### config.mk
export PLATFORM = sky130hd
export DESIGN_NAME = i2s_tx_sample_unpack
export DESIGN_NICKNAME = d
export VERILOG_FILES = /design/src/rtl/i2s_pkg.sv /design/src/rtl/i2s_tx_slot_mux.sv /design/src/rtl/i2s_tx_sample_unpack.sv
export SDC_FILE = /design/constraint.sdc
export NUM_CORES = 1
export LEC_CHECK = 0
export BUFFER_PORTS_ARGS = -buffer_cell sky130_fd_sc_hd__buf_2
export CAP_MARGIN = 20
export CORE_UTILIZATION = 53
export CTS_CLUSTER_DIAMETER = 60
export DETAILED_ROUTE_END_ITERATION = 10
export PLACE_DENSITY = 0.83
export SYNTH_ARGS = -nofsm -noshare
export SYNTH_HDL_FRONTEND = slang
export SYNTH_SLANG_ARGS = --single-unit
### constraint.sdc
create_clock -name sck_i -period 3.21 [get_ports sck_i]
set_input_delay 0.4815 -clock sck_i [delete_from_list [all_inputs] [get_ports sck_i]]
set_output_delay 0.4815 -clock sck_i [all_outputs]
set_load 0.01 [all_outputs]
### src/rtl/i2s_pkg.sv
// Shared types and helpers for the I2S TX sample unpacker.
// Slot geometry per packing mode lives here so the FSM and slot mux agree.
package i2s_pkg;

   localparam int I2S_DATA_W = 32;

   typedef enum logic [1:0] {
      PACK_1X32 = 2'b00,
      PACK_2X16 = 2'b01,
      PACK_4X8  = 2'b10,
      PACK_RSVD = 2'b11
   } pack_mode_e;

   // The reserved encoding behaves as one full-width slot.
   function automatic logic [2:0] n_slots(input pack_mode_e mode);
      case (mode)
         PACK_2X16: return 3'd2;
         PACK_4X8:  return 3'd4;
         default:   return 3'd1;
      endcase
   endfunction

   function automatic logic [5:0] slot_width(input pack_mode_e mode);
      case (mode)
         PACK_2X16: return 6'd16;
         PACK_4X8:  return 6'd8;
         default:   return 6'd32;
      endcase
   endfunction

endpackage

### src/rtl/i2s_tx_slot_mux.sv
// Combinational slot select plus width mask for one unpacked audio sample.
// With I2S_TX_UNPACK_SIGN_EXT_EN defined, bits above num_bits sign-extend instead of zero-fill.
module i2s_tx_slot_mux
   import i2s_pkg::*;
(
   input  logic [I2S_DATA_W-1:0] word_i,
   input  pack_mode_e            pack_i,
   input  logic                  order_i,
   input  logic [1:0]            slot_i,
   input  logic [4:0]            num_bits_i,
   output logic [I2S_DATA_W-1:0] sample_o
);

   logic [2:0]            nslots;
   logic [1:0]            phys;
   logic [5:0]            shift;
   logic [I2S_DATA_W-1:0] slot_mask;
   logic [I2S_DATA_W-1:0] raw;
   logic [I2S_DATA_W-1:0] nb_mask;

   always_comb begin
      nslots = n_slots(pack_i);
      // Logical slot index counts emission order; physical index picks the bit field.
      phys   = order_i ? 2'(nslots - 3'd1 - {1'b0, slot_i}) : slot_i;
      shift  = 6'(phys) * slot_width(pack_i);
      case (pack_i)
         PACK_2X16: slot_mask = 32'h0000_FFFF;
         PACK_4X8:  slot_mask = 32'h0000_00FF;
         default:   slot_mask = 32'hFFFF_FFFF;
      endcase
      raw     = (word_i >> shift) & slot_mask;
      nb_mask = 32'hFFFF_FFFF >> (5'd31 - num_bits_i);
`ifdef I2S_TX_UNPACK_SIGN_EXT_EN
      // raw is zero above the slot, so a sample wider than its slot still extends with 0.
      sample_o = (raw & nb_mask) | (~nb_mask & {I2S_DATA_W{raw[num_bits_i]}});
`else
      sample_o = raw & nb_mask;
`endif
   end

endmodule

### src/rtl/i2s_tx_sample_unpack.sv
// Splits 32-bit uDMA words into 1/2/4 samples, one per valid/ready beat, and flags underrun.
// Optional macro I2S_TX_UNPACK_SIGN_EXT_EN selects sign extension in the slot mux.
module i2s_tx_sample_unpack
   import i2s_pkg::*;
#(
   parameter int DATA_W = I2S_DATA_W
) (
   input  logic              sck_i,
   input  logic              rstn_i,
   input  logic              cfg_en_i,
   input  logic [1:0]        cfg_pack_i,
   input  logic              cfg_msb_slot_first_i,
   input  logic [4:0]        cfg_num_bits_i,
   input  logic [DATA_W-1:0] in_data_i,
   input  logic              in_valid_i,
   output logic              in_ready_o,
   output logic [DATA_W-1:0] out_data_o,
   output logic              out_valid_o,
   input  logic              out_ready_i,
   output logic              underrun_o
);

   typedef enum logic {ST_IDLE, ST_HOLD} state_e;

   state_e            state_q;
   logic [DATA_W-1:0] word_q;
   pack_mode_e        pack_q;
   logic              order_q;
   logic [1:0]        slot_q;
   logic              primed_q;
   logic              out_valid_q;

   logic              last_slot;
   logic              out_hs;
   logic              in_hs;
   logic [DATA_W-1:0] sample;

   assign last_slot = ({1'b0, slot_q} == (n_slots(pack_q) - 3'd1));
   assign out_hs    = out_valid_q & out_ready_i;

   // Ready is combinational so the next word loads on the same beat the last slot leaves.
   assign in_ready_o = cfg_en_i &
                       ((state_q == ST_IDLE) | ((state_q == ST_HOLD) & last_slot & out_ready_i));
   assign in_hs      = in_valid_i & in_ready_o;

   assign out_valid_o = out_valid_q;
   assign out_data_o  = out_valid_q ? sample : '0;
   assign underrun_o  = out_ready_i & ~out_valid_q & primed_q & cfg_en_i;

   i2s_tx_slot_mux u_slot_mux (
      .word_i     (word_q),
      .pack_i     (pack_q),
      .order_i    (order_q),
      .slot_i     (slot_q),
      .num_bits_i (cfg_num_bits_i),
      .sample_o   (sample)
   );

   always_ff @(posedge sck_i or negedge rstn_i) begin
      if (!rstn_i) begin
         state_q     <= ST_IDLE;
         word_q      <= '0;
         pack_q      <= PACK_1X32;
         order_q     <= 1'b0;
         slot_q      <= 2'd0;
         primed_q    <= 1'b0;
         out_valid_q <= 1'b0;
      end else if (!cfg_en_i) begin
         // Flush: any partially emitted word is dropped, underrun detection re-arms.
         state_q     <= ST_IDLE;
         slot_q      <= 2'd0;
         primed_q    <= 1'b0;
         out_valid_q <= 1'b0;
      end else begin
         if (out_hs) primed_q <= 1'b1;
         if (in_hs) begin
            word_q      <= in_data_i;
            pack_q      <= pack_mode_e'(cfg_pack_i);
            order_q     <= cfg_msb_slot_first_i;
            slot_q      <= 2'd0;
            state_q     <= ST_HOLD;
            out_valid_q <= 1'b1;
         end else if (state_q == ST_HOLD && out_ready_i) begin
            if (last_slot) begin
               state_q     <= ST_IDLE;
               slot_q      <= 2'd0;
               out_valid_q <= 1'b0;
            end else begin
               slot_q <= slot_q + 2'd1;
            end
         end
      end
   end

endmodule

======== After elaboration in Yosys (flattened, before gate mapping) ========
Cells that the tools add are included.
storage, ports and cells
  bits in registers ....................... 39
  latch bits .............................. 0
  RAM bits ................................ 0
  ROM bits ................................ 0
  input port bits ......................... 45
  output and inout bits ................... 35
  memories ................................ 0
operators by class
  add/sub/neg operators ................... 4
  $mul .................................... 1
  div/mod/pow operators ................... 0
  order comparisons ....................... 0
  eq/ne operators ......................... 6
  shifts and indexed selects .............. 2
  muxes and demuxes ....................... 15
  bitwise logic cells ..................... 12
  reductions and logical operators ........ 3
operators by type and width
  operator                 count
  $and A32 B32 Y32         2
  $pmux W32 S2             1
  $mux W32                 1
  $shr A32 B5 Y32 const A  1
  $shr A32 B6 Y32          1
  $pmux W6 S2              1
  $mux W2                  5
  $and A1 B1 Y1            8
  $mul A2 B6 Y6            1
  $mux W1                  6
  $ne A3 B1 Y1 const B     2
  $pmux W3 S2              1
  $sub A5 B5 Y5 const A    1
  $reduce_and A2 Y1        2
  $eq A2 B3 Y1             1
  $sub A3 B1 Y3 const B    1
  $add A2 B1 Y2 const B    1
  $eq A2 B1 Y1 const B     1
  $eq A2 B2 Y1 const B     1
  $ne A2 B1 Y1 const B     1
  $sub A2 B2 Y2            1
  $logic_and A1 B1 Y1      1
  $not A1 Y1               1
  $or A1 B1 Y1             1

======== Depth between registers and ports, before layout ========
Gate-level depths: netlist (run 1).
  depth after elaboration ................. 11
  gate-level depth with buffers ........... 12
  gate-level depth less buffers ........... 11

======== Cells and area by module ========
Synthesis (run 1) repeated with hierarchy kept, for this count alone.
second synthesis, totals
  cell total of the unflattened synthesis .. 314
  area total of the unflattened synthesis .. 2902.8 sq um
modules (own cells, without submodules)
  module                times used  cells each  area each (sq um)  seq. area each (sq um)
  i2s_tx_sample_unpack  1           146         1823.0             975.9
  i2s_tx_slot_mux       1           168         1079.8             0.0

======== Worst setup path before layout (run 1) ========
OpenSTA, ideal clock, no wires.
  kind .................................... register to output
  start point ............................. reg pack_q[0]
  end point ............................... out out_data_o[8]
  arrival ................................. 2.717 ns
  required time ........................... 2.728 ns
  setup slack ............................. 0.011 ns
  cell stages (with the launch flop) ...... 13
  path buffers ............................ 2
  cells stage by stage .................... dfrtp_1 inv_1 ha_1 and2b_4 xor2_1 and2_1 ha_1 clkbuf_1 clkbuf_1 nand2_1 a21oi_1 a31oi_1 nor3_1
on the way
  cells in the longest elaborated chain, start to end .. 10
RTL lines
  what                                          line                                                 source
  start, declared                               i2s_tx_sample_unpack.sv:27                           pack_mode_e pack_q;
  start signal, assigned                        i2s_tx_sample_unpack.sv:78                           pack_q <= pack_mode_e'(cfg_pack_i);
  $eq A2 B2 Y1 or $eq A2 B1 Y1 (tied branches)  i2s_pkg.sv:16, i2s_pkg.sv:24, i2s_tx_slot_mux.sv:26
  $pmux W3 S2                                   i2s_pkg.sv:16                                        case (mode)
  $sub A3 B1 Y3                                 i2s_tx_slot_mux.sv:24                                phys = order_i ? 2'(nslots - 3'd1 - {1'b0, slot_i}) : slot_i;
  $sub A2 B2 Y2                                 i2s_tx_slot_mux.sv:24
  $mux W2                                       i2s_tx_slot_mux.sv:24
  $mul A2 B6 Y6                                 i2s_tx_slot_mux.sv:25                                shift = 6'(phys) * slot_width(pack_i);
  $shr A32 B6 Y32                               i2s_tx_slot_mux.sv:31                                raw = (word_i >> shift) & slot_mask;
  $and A32 B32 Y32 (*)                          i2s_tx_slot_mux.sv:31
  $and A32 B32 Y32 (*)                          i2s_tx_slot_mux.sv:37                                sample_o = raw & nb_mask;
  $mux W32 (*)                                  i2s_tx_sample_unpack.sv:47                           assign out_data_o = out_valid_q ? sample : '0;
  end, declared                                 i2s_tx_sample_unpack.sv:17                           output logic [DATA_W-1:0] out_data_o,
Every way passes the cells marked *; elsewhere a longest branch is shown, timed or not.

======== Final worst setup path (run 1) ========
  start point ............................. reg pack_q[0]
  end point ............................... out out_data_o[24]
Same word-level chain as after synthesis.

==> results of run 1 <==
cell usage after synthesis (2+ instances only):
master / instances / area [um2]
ha_1: 4 / 50.1
inv_1: 6 / 22.5
o32ai_1: 2 / 17.5
a31oi_1: 3 / 18.8
and2_1: 6 / 37.5
nand3_1: 2 / 10.0
mux2_1: 5 / 56.3
nor4_1: 11 / 68.8
nor2_1: 12 / 45.0
o21ai_0: 2 / 10.0
buf_4: 4 / 30.0
buf_6: 2 / 22.5
nor3_1: 15 / 75.1
a211oi_1: 4 / 30.0
mux2_4: 30 / 450
buf_2: 3 / 15.0
dfrtp_1: 39 / 976
nand2_1: 22 / 82.6
o211ai_1: 2 / 15.0
o2111ai_1: 5 / 43.8
mux2i_1: 12 / 120
mux2_2: 2 / 22.5
buf_1: 2 / 7.51
a2111oi_1: 3 / 30.0
a2111oi_2: 7 / 105
xor2_1: 2 / 17.5
nand4_1: 2 / 12.5
a21o_1: 6 / 45.0
a21oi_1: 15 / 75.1
and3_1: 6 / 37.5
nor2b_1: 2 / 12.5
buf_12: 3 / 60.1
clkbuf_1: 11 / 41.3
registers in the layout, indices dropped and copies added (netlist names):
name and count:
pack_q 2, state_q 1, word_q 32, order_q 1, slot_q 2, primed_q 1
metrics by stage:
step,std cells,worst slack [ps]
finish,436,-224
global route,436,-316
global placement,413,83.5
CTS,429,-76.1
detailed placement,413,-71.6
floorplan,272,11.1
worst max-delay path by stage:
| stage | cells past startpoint | start | end |
|---|---|---|---|
| finish | 13 | pack_q[0]$_DFFE_PN0P_ | out_data_o[24] |
| detailed placement | 13 | pack_q[0]$_DFFE_PN0P_ | out_data_o[20] |
| floorplan | 12 | pack_q[0]$_DFFE_PN0P_ | out_data_o[8] |
| CTS | 12 | pack_q[1]$_DFFE_PN0P_ | out_data_o[16] |
| global route | 13 | pack_q[0]$_DFFE_PN0P_ | out_data_o[24] |
| global placement | 13 | pack_q[0]$_DFFE_PN0P_ | out_data_o[23] |
final cells by class:
type                    count  area [um2]  area share
well taps                  70        87.6      0.0220
inverters                   6        25.0     0.00629
clock buffers               5        68.8      0.0173
clock inverters             3        15.0     0.00377
flip-flops and latches     39         976       0.245
multi-input cells         202        2020       0.508
repair buffers            111         785       0.197
where the power goes:
group	leakage [uW]	switching, uW	internal (uW)	total (uW)
Clock	0.0000477	185	149	334
Sequential	0.000464	119	601	720
Combinational	0.00135	624	599	1220
Total	0.00186	927	1350	2280
cells by family (layout without fill, tap and decap cells):
| kind of cell | Yosys count | after routing | synth area share |
|---|---|---|---|
| AND/OR/NAND/NOR | 89 | 89 | 0.168 |
| AO/OA/AOI/OAI | 56 | 56 | 0.156 |
| multiplexers | 50 | 50 | 0.236 |
| flip-flops | 39 | 39 | 0.343 |
| buffers and inverters | 31 | 125 | 0.0700 |
| adder cells (fa/ha/maj) | 4 | 4 | 0.0176 |
| XOR/XNOR | 3 | 3 | 0.00924 |
routing by layer:
metal	track usage	vias to the layer above	part of all wire
met1	0.388	1354	0.39
met3	0.0549	55	0.082
met5	0	-	0
met4	0.132	0	0.052
li1	-	1198	-
met2	0.473	213	0.47
timing repair:
item	4_1_cts	5_1_grt
setup buffers	7	5
hold endpoints to repair	0	0
endpoints found under the setup margin	32	32
gates resized for setup	39	30
pin swaps	10	14
cloned	1	3
==> metrics.md, run 1 <==
| Metric | Value |
|---|---|
| CP delay by family, top | `simple AND/OR/NAND/NOR gates` |
| Largest net degree at the start of global routing | `40` |
| Fin crit period | `3430 ps` |
| Reg-to-reg slack, setup | `590 ps` |
| Number of global-route vias before repair | `2,468` |
| Num CTS Buffers | `5` |
| Utilization after layout | `0.774` |
| YS warnings | `0` |
| Ys flop type | `dfrtp_1` |
| Starting Density | `0.553` |
| Post-synth EDFFs | `0` |
| Via Count | `2,820` |
| Max-cap viol count | `0` |
| P&R area growth vs syn | `40.0%` |
| Clk sinks | `39` |
| Placed cell area | `3320 um2` |
| Worst VDD drop | `0.339 mV` |
| Register area share after synthesis | `0.343` |
| Final setup fails | `32` |
| CP startpoint kind | `flip-flop` |
| Syn_nets | `321` |
| Failing checks | `setup timing` |
| Full die area | `5660 um2` |
| Fmax | `0.291 GHz` |
| CTS root buf | `clkbuf_8` |
| Port bufs | `79` |
| Row count | `26` |
| Bufs and invs on worst path | `4` |
| Fill count | `323` |
| Worst path cell trace | `inv_2 -> ha_4 -> and2b_4 -> xor2_1 -> and2_4 -> ha_4 -> xnor2_4 -> and3_4 -> o21ai_4 -> buf_12 -> clkbuf_16 -> nor3_2 -> buf_2` |
| Die Height | `75.2 um` |
| Fin worst setup slack | `-224 ps` |
| Status | `finished, violations left` |
| Max-slew violation count | `0` |
| CTS Buffer Depth | `2` |
| NumNets Final | `414` |
| Synthesized area | `2840 um2` |
| Cell count after synthesis | `272` |
| Ratio of cells with drive above 1 in the final layout | `0.549` |
| Final hold slack | `313 ps` |
| FF-to-FF Start | `pack_q[0]$_DFFE_PN0P_` |
| Drt total wl | `9400 um` |
| First-pass GRT wire length | `12,200 um` |
| Most frequent cells in the layout | `buf_2, dfrtp_1, mux2_4` |
| Setup CP Type | `reg2out` |
| GRT Total Usage | `0.294` |
| Antenna violations before repair | `0` |
| Tot Pwr | `2280 uW` |
| Slew @ Worst Pin | `897 ps` |
| Max stage delay cell, worst path | `dfrtp_1` |
| Reg clk slew, reported paths | `80 ps` |
| R2r endpoint | `word_q[6]$_DFFE_PN0P_` |
| Die X | `75.2 um` |
| Synth unique cells | `53` |
| TritonCTS clock tree | `done` |
| Aggregate global routing overflow | `0` |
| Leakage | `0.00186 uW` |
| Req. time, crit path | `2730 ps` |
| Insertion delay to the later sink of the worst-skew pair | `300 ps` |
| Avg Cell Area, Syn | `10.5 um2` |
| Crit Path Max Fanout | `8` |
| Avg WL per Cell | `21.6 um` |
| DR pass1 iterations | `5` |
| Commonest non-fill, non-tap cell in the layout | `buf_2` |
| Core outline area | `5140 um2` |
| Vias/cell | `6.47` |
| Detailed Place HPWL | `5000 um` |
| Top cell by count, worst path | `ha_4` |
| Slew HR | `0.402` |
| ANT nets after route | `0` |
| FF+latch count, synth | `39` |
| Cell area after layout | `3980 um2` |
| Total negative slack | `-4280 ps` |
| GP Congestion | `0.924` |
| Crit end category | `output pin` |
| Cts hold-fix bufs | `0` |
| Unrepaired setup endpoints after global routing | `true` |
| CP max stage delay | `390 ps` |
| Ports | `80` |
| P per Cell Area | `572 nW/um2` |
| Initial DRC Count | `282` |
| Worst min path class | `in2async` |
| Clock skew | `3.23 ps` |
| # DRC | `0` |
| Antenna diodes | `0` |
| Cells on worst reg2reg path | `8` |
| Post-route clock period utilization | `1.07` |
| Asr flop ratio synth | `1.00` |
| CP Data Arrival Time | `2950 ps` |
| H-Tree Depth | `2` |
| Fin. Hold Viols | `0` |
(Power assumes the default switching activity.)
==> run 2: changes to the inputs <==
--- a/config.mk
+++ b/config.mk
@@ -11,6 +11,7 @@
 export CTS_CLUSTER_DIAMETER = 60
 export DETAILED_ROUTE_END_ITERATION = 10
 export PLACE_DENSITY = 0.83
+export RECOVER_POWER = 100
 export SYNTH_ARGS = -nofsm -noshare
 export SYNTH_HDL_FRONTEND = slang
 export SYNTH_SLANG_ARGS = --single-unit
==> run 2 against run 1 <==
Against the previous run: the flow finishes with violations (capacitance limit, slew limit, setup timing); worst hold slack gained 88 ps; register-to-register slack lost 130 ps; critical path type unchanged; critical endpoint unchanged; clock-buffer cell count is the same; cell count is the same; via count shrank 0.18%; sequential cell count is the same; global-route usage is the same; setup slack lost 24 ps.
==> metrics.md, run 2 (same netlist as run 1, synthesis figures left out) <==
| Metric | Value |
|---|---|
| Fmax | `0.289 GHz (-0.69%)` |
| CP startpoint kind | `flip-flop` |
| CP max stage delay | `390 ps (about the same)` |
| Row count | `26 (unchanged)` |
| Crit Path Max Fanout | `8 (unchanged)` |
| Top cell by count, worst path | `ha_4` |
| Core outline area | `5140 um2 (unchanged)` |
| Setup crit end | `out_data_o[24]` |
| Post-route clock period utilization | `1.08 (+0.00747)` |
| Vias/cell | `6.46 (-0.18%)` |
| Starting Density | `0.553 (unchanged)` |
| CTS Buffer Depth | `2 (unchanged)` |
| Full die area | `5660 um2 (unchanged)` |
| Most frequent cells in the layout | `buf_2, dfrtp_1, mux2_4` |
| Setup crit start | `pack_q[0]$_DFFE_PN0P_` |
| Leakage | `0.00185 uW (-0.62%)` |
| Non-filler cells, final | `436 (unchanged)` |
| Max-slew violation count | `40 (+40)` |
| H-Tree Depth | `2 (unchanged)` |
| Insertion delay to the later sink of the worst-skew pair | `290 ps (about the same)` |
| Most Crowded Layer GR | `met2` |
| Initial DRC Count | `342 (+21%)` |
| Clock skew | `2.54 ps (-0.692 ps)` |
| Final hold slack | `401 ps (+88.5 ps)` |
| P per Cell Area | `573 nW/um2 (+0.20%)` |
| CTS root buf | `clkbuf_8` |
| Placed cells | `413 (unchanged)` |
| Port bufs | `79 (unchanged)` |
| Avg WL per Cell | `21.6 um (+0.33%)` |
| Ratio of cells with drive above 1 in the final layout | `0.538 (-0.0109)` |
| Worst min path class | `in2reg` |
| Top Registers | `word_q: 32 flops, pack_q: 2 flops, slot_q: 2 flops` |
| CP Data Arrival Time | `2980 ps (+30 ps)` |
| Met1 GRT Util | `0.388 (unchanged)` |
| Clk sinks | `39 (unchanged)` |
| Fill count | `325 (+0.62%)` |
| Unrepaired setup endpoints after global routing | `true` |
| Worst VDD drop | `0.337 mV (-0.74%)` |
| Biggest register | `word_q` |
| R2r endpoint | `word_q[6]$_DFFE_PN0P_` |
| GRT met3 Usage | `0.0549 (unchanged)` |
| Slew HR | `-0.437 (-0.839)` |
| Drt total wl | `9430 um (+0.33%)` |
| GRT Total Usage | `0.294 (unchanged)` |
| Die Height | `75.2 um (unchanged)` |
| Crit path depth | `13 (unchanged)` |
| Antenna diodes | `0 (unchanged)` |
| First-pass GRT wire length | `12,200 um (unchanged)` |
| Via Count | `2,815 (-0.18%)` |
| Commonest non-fill, non-tap cell in the layout | `buf_2` |
| Reg clk slew, reported paths | `80 ps (about the same)` |
| Number of global-route vias before repair | `2,468 (unchanged)` |
| Ports | `80 (unchanged)` |
| # DRC | `0 (unchanged)` |
| Slew @ Worst Pin | `2160 ps (+1260 ps)` |
| Reg-to-reg slack, setup | `460 ps (-130 ps)` |
| FF-to-FF Start | `pack_q[0]$_DFFE_PN0P_` |
| Worst path cell trace | `inv_2 -> ha_4 -> and2b_4 -> xor2_1 -> and2_4 -> ha_4 -> xnor2_4 -> and3_4 -> o21ai_4 -> buf_12 -> clkbuf_16 -> nor3_2 -> buf_2` |
| NumNets Final | `414 (unchanged)` |
| Cts hold-fix bufs | `0 (unchanged)` |
| Cells on worst reg2reg path | `8 (unchanged)` |
| Die X | `75.2 um (unchanged)` |
| Fin. Hold Viols | `0 (unchanged)` |
| Crit end category | `output pin` |
| CP delay by family, top | `simple AND/OR/NAND/NOR gates` |
| Detailed Place HPWL | `5000 um (unchanged)` |
| Final setup fails | `32 (unchanged)` |
| Fin worst setup slack | `-248 ps (-24.0 ps)` |
| Bufs and invs on worst path | `4 (unchanged)` |
| P&R area growth vs syn | `39.7%` |
| Fin crit period | `3460 ps (+24.0 ps)` |
| Antenna violations before repair | `0 (unchanged)` |
| Aggregate global routing overflow | `0 (unchanged)` |
| Num CTS Buffers | `5 (unchanged)` |
| Failing checks | `capacitance limit, slew limit, setup timing` |
| ANT nets after route | `0 (unchanged)` |
| DR pass1 iterations | `5 (unchanged)` |
| Max FFs per register | `32 (unchanged)` |
| Max stage delay cell, worst path | `dfrtp_1` |
| Max-cap viol count | `1 (+1)` |
| GP Congestion | `0.924 (unchanged)` |
| Met2 Use GR | `0.473 (unchanged)` |
| Largest net degree at the start of global routing | `40 (unchanged)` |
| Setup CP Type | `reg2out` |
| Status | `finished, violations left` |
| TritonCTS clock tree | `done` |
| Req. time, crit path | `2730 ps (about the same)` |
==> run 2: cell count changes in the layout (fill, tap and decap cells not counted), sizes merged <==
| cell | previous run | this run |
|---|---|---|
| buf | 107 | 104 |
| clkbuf | 9 | 12 |
==> run 2: cell type report <==
type / instances / area [um2] / area share
multi-input cells: 202 / 2020 / 0.508
flip-flops and latches: 39 / 976 / 0.246
repair buffers: 111 / 781 / 0.197
well taps: 70 / 87.6 / 0.0221
clock buffers: 5 / 68.8 / 0.0173
inverters: 6 / 25.0 / 0.00630
clock inverters: 3 / 15.0 / 0.00378
==> run 2: worst reg2reg max path, stage by stage (launching register included) <==
cell     delay (ps)
dfrtp_1         390
inv_2            80
ha_4            230
and2_4          170
buf_4           160
nor3_1          330
a21bo_1         230
and3_4          640
mux2_1          410
==> run 2: worst min path at each step <==
stage,startpoint,endpoint,cells after the start
final,in_data_i[8],word_q[8]$_DFFE_PN0P_,2
after floorplan,rstn_i,order_q$_DFFE_PN0P_,0
after CTS,rstn_i,word_q[6]$_DFFE_PN0P_,1
after global placement,word_q[5]$_DFFE_PN0P_,word_q[5]$_DFFE_PN0P_,1
after global routing,in_data_i[8],word_q[8]$_DFFE_PN0P_,2
after detailed placement,word_q[7]$_DFFE_PN0P_,word_q[7]$_DFFE_PN0P_,1
==> run 2: power by group <==
part	internal, uW	total (uW)	switching, uW
registers	601	720	119
logic	597	1220	624
clock network	149	335	186
total	1350	2280	929
==> run 2: per-stage QoR <==
| step | utilization | TNS (ps) | total power [uW] | area, um2 | setup slack, ps |
|---|---|---|---|---|---|
| final | 0.773 | -4930 | 2280 | 3970 | -248 |
| after global routing | 0.773 | -7540 | 2360 | 3970 | -316 |
| after CTS | 0.721 | -1530 | 2070 | 3710 | -76.1 |
| after detailed placement | 0.646 | -101 | 1570 | 3320 | -71.6 |
| after global placement | 0.646 | 0 | 1560 | 3320 | 83.5 |
| after floorplan | - | 0 | 1310 | 2840 | 11.1 |
==> run 2: what timing repair did <==
action	4_1_cts	5_1_grt
pin swaps	10	14
setup buffers	7	5
endpoints found under the setup margin	32	32
gates cloned	1	3
resized for setup	39	30
==> run 2: layer usage <==
metal	part of all wire	vias up
li1	-	1203
met1	0.40	1364
met2	0.47	199
met3	0.085	49
met4	0.048	0
met5	0	-
==> run 3: changes to the inputs <==
--- a/config.mk
+++ b/config.mk
@@ -7,6 +7,7 @@
 export LEC_CHECK = 0
 export BUFFER_PORTS_ARGS = -buffer_cell sky130_fd_sc_hd__buf_2
 export CAP_MARGIN = 20
+export CORE_ASPECT_RATIO = 1.75
 export CORE_UTILIZATION = 53
 export CTS_CLUSTER_DIAMETER = 60
 export DETAILED_ROUTE_END_ITERATION = 10
==> run 3 against run 2 <==
Against the previous run: the flow finishes with violations (DRC, capacitance limit, slew limit, setup timing); register-to-register slack lost 40 ps; clock power grew 11%; first-iteration DRC count shrank 18%; setup slack gained 22 ps; routed wire length shrank 4.6%; critical endpoint is now out_data_o[21]; sequential cell count is the same; die area grew 0.20%; critical path depth shrank 1; global-route usage grew 1.3 points; clock-buffer cell count grew 2.
==> metrics.md, run 3 (same netlist as run 1, synthesis figures left out) <==
| Metric | Value |
|---|---|
| Fin crit period | `3440 ps (-21.8 ps)` |
| Full die area | `5670 um2 (+0.20%)` |
| Max-cap viol count | `1 (unchanged)` |
| Cts hold-fix bufs | `0 (unchanged)` |
| Slew HR | `-0.378 (+0.0589)` |
| CTS Buffer Depth | `2 (unchanged)` |
| R2r endpoint | `word_q[9]$_DFFE_PN0P_` |
| Most frequent cells in the layout | `buf_2, dfrtp_1, mux2_4` |
| Post-route clock period utilization | `1.07 (-0.00681)` |
| Req. time, crit path | `2730 ps (about the same)` |
| Slew @ Worst Pin | `2070 ps (-88.3 ps)` |
| Num CTS Buffers | `5 (unchanged)` |
| Antenna violations before repair | `0 (unchanged)` |
| Setup CP Type | `reg2out` |
| Detailed Place HPWL | `5100 um (+1.9%)` |
| Fin. Hold Viols | `0 (unchanged)` |
| Largest net degree at the start of global routing | `40 (unchanged)` |
| Number of global-route vias before repair | `2,686 (+8.8%)` |
| Clock skew | `12.1 ps (+9.58 ps)` |
| P per Cell Area | `594 nW/um2 (+3.7%)` |
| Reg-to-reg slack, setup | `420 ps (-40 ps)` |
| Max-slew violation count | `40 (unchanged)` |
| P&R area growth vs syn | `38.3%` |
| Die X | `57.4 um (-24%)` |
| Commonest non-fill, non-tap cell in the layout | `buf_2` |
| Final hold slack | `394 ps (-6.52 ps)` |
| Reg clk slew, reported paths | `80 ps (about the same)` |
| Status | `finished, violations left` |
| Core outline area | `5060 um2 (-1.5%)` |
| Vias/cell | `6.54 (+1.3%)` |
| Aggregate global routing overflow | `0 (unchanged)` |
| Worst min path class | `in2reg` |
| Initial DRC Count | `282 (-18%)` |
| CTS root buf | `clkbuf_8` |
| # DRC | `6 (+6)` |
| Drt total wl | `9000 um (-4.6%)` |
| Crit end category | `output pin` |
| Starting Density | `0.562 (+0.00848)` |
| Max FFs per register | `32 (unchanged)` |
| Insertion delay to the later sink of the worst-skew pair | `300 ps (about the same)` |
| Fin worst setup slack | `-226 ps (+21.8 ps)` |
| Clk sinks | `39 (unchanged)` |
| Final setup fails | `32 (unchanged)` |
| Setup crit end | `out_data_o[21]` |
| Avg WL per Cell | `21.7 um (+0.51%)` |
| CP Data Arrival Time | `2950 ps (-30 ps)` |
| Ratio of cells with drive above 1 in the final layout | `0.525 (-0.0133)` |
| Tot Pwr | `2340 uW (+2.6%)` |
| Antenna diodes | `0 (unchanged)` |
| TritonCTS clock tree | `done` |
| NumNets Final | `408 (-1.4%)` |
| Biggest register | `word_q` |
| Via Count | `2,707 (-3.8%)` |
| ANT nets after route | `0 (unchanged)` |
| Port bufs | `79 (unchanged)` |
| First-pass GRT wire length | `13,400 um (+9.4%)` |
| Ports | `80 (unchanged)` |
| Failing checks | `DRC, capacitance limit, slew limit, setup timing` |
| CP startpoint kind | `flip-flop` |
| H-Tree Depth | `2 (unchanged)` |
| Top Registers | `word_q: 32 flops, pack_q: 2 flops, slot_q: 2 flops` |
| Setup crit start | `pack_q[0]$_DFFE_PN0P_` |
| Fmax | `0.291 GHz (+0.64%)` |
| Row count | `34 (+31%)` |
| Hold Crit Start | `in_data_i[5]` |
| Non-filler cells, final | `414 (-5.0%)` |
| DR pass1 iterations | `9 (+4)` |
| Cells on worst reg2reg path | `8 (unchanged)` |
| Leakage | `0.00180 uW (-2.6%)` |
| Worst VDD drop | `0.489 mV (+45%)` |
| FF-to-FF Start | `pack_q[0]$_DFFE_PN0P_` |
| Unrepaired setup endpoints after global routing | `true` |
| Placed cells | `391 (-5.3%)` |
| Cell area after layout | `3930 um2 (-0.98%)` |
| Placed cell area | `3230 um2 (-2.7%)` |
| GP Congestion | `0.923 (-0.17%)` |
| GRT Total Usage | `0.307 (+0.0125)` |
| Die Height | `98.9 um (+31%)` |
| Crit Path Max Fanout | `7 (-1)` |
run 3: cell types whose count changed in the layout (fill, tap and decap cells not counted), sizes merged:
cell / delta
clkbuf: -2
buf: -3
clkinvlp: +1
bufbuf: +1
clkinv: -3
run 3: report_power, final:
group,internal [uW],switching (uW),leakage (uW),total [uW]
sequential,601,138,0.000464,739
combinational,607,616,0.00128,1220
clock,195,178,0.0000505,373
run 3: how the worst min path moves through the flow:
stage	end	cells past startpoint	slack, ps
4_1_cts	word_q[2]$_DFFE_PN0P_	1	320
6_report	word_q[5]$_DFFE_PN0P_	2	390
3_3_place_gp	word_q[7]$_DFFE_PN0P_	1	470
2_1_floorplan	order_q$_DFFE_PN0P_	0	190
3_5_place_dp	word_q[7]$_DFFE_PN0P_	1	480
5_1_grt	word_q[8]$_DFFE_PN0P_	2	400
run 3: through the flow:
step	worst slack (ps)	TNS, ps	utilization
finish	-226	-4730	0.777
global route	-325	-8290	0.777
CTS	-87.7	-241	0.748
detailed placement	-4.19	-4.59	0.638
global placement	96.6	0	0.638
floorplan	11.1	0	-
run 3: layer usage:
metal	track usage	routed length, um	vias to the layer above	share of wire
li1	-	-	1184	-
met1	0.363	3190	1298	0.35
met2	0.520	4720	183	0.52
met3	0.0604	675	42	0.075
met4	0.148	414	0	0.046
met5	0	0	-	0
run 3: cell type report:
class / instances / area, um2
Clock inverter: 1 / 7.51
Inverter: 6 / 22.5
Clock buffer: 7 / 96.3
Sequential cell: 39 / 976
Multi-Input combinational cell: 202 / 2040
Tap cell: 54 / 67.6
Timing Repair Buffer: 105 / 726
Fill cell: 290 / 1130
run 3: worst max-delay path, stage by stage (launching register included):
cell      delay [ps]
dfrtp_1          390
inv_2             90
ha_4             220
a21boi_2         210
o211ai_1         160
a21boi_2         250
ha_4             210
xnor2_4          130
and3_4           220
o21ai_4          120
buf_6            160
nor4_4           300
buf_2            180
run 3: what timing repair did:
item / 4_1_cts / 5_1_grt
setup endpoints to repair: 32 / 32
gates resized for setup: 53 / 19
gates cloned: 2 / 1
buffers inserted: 8 / 5
pin swaps: 12 / 7
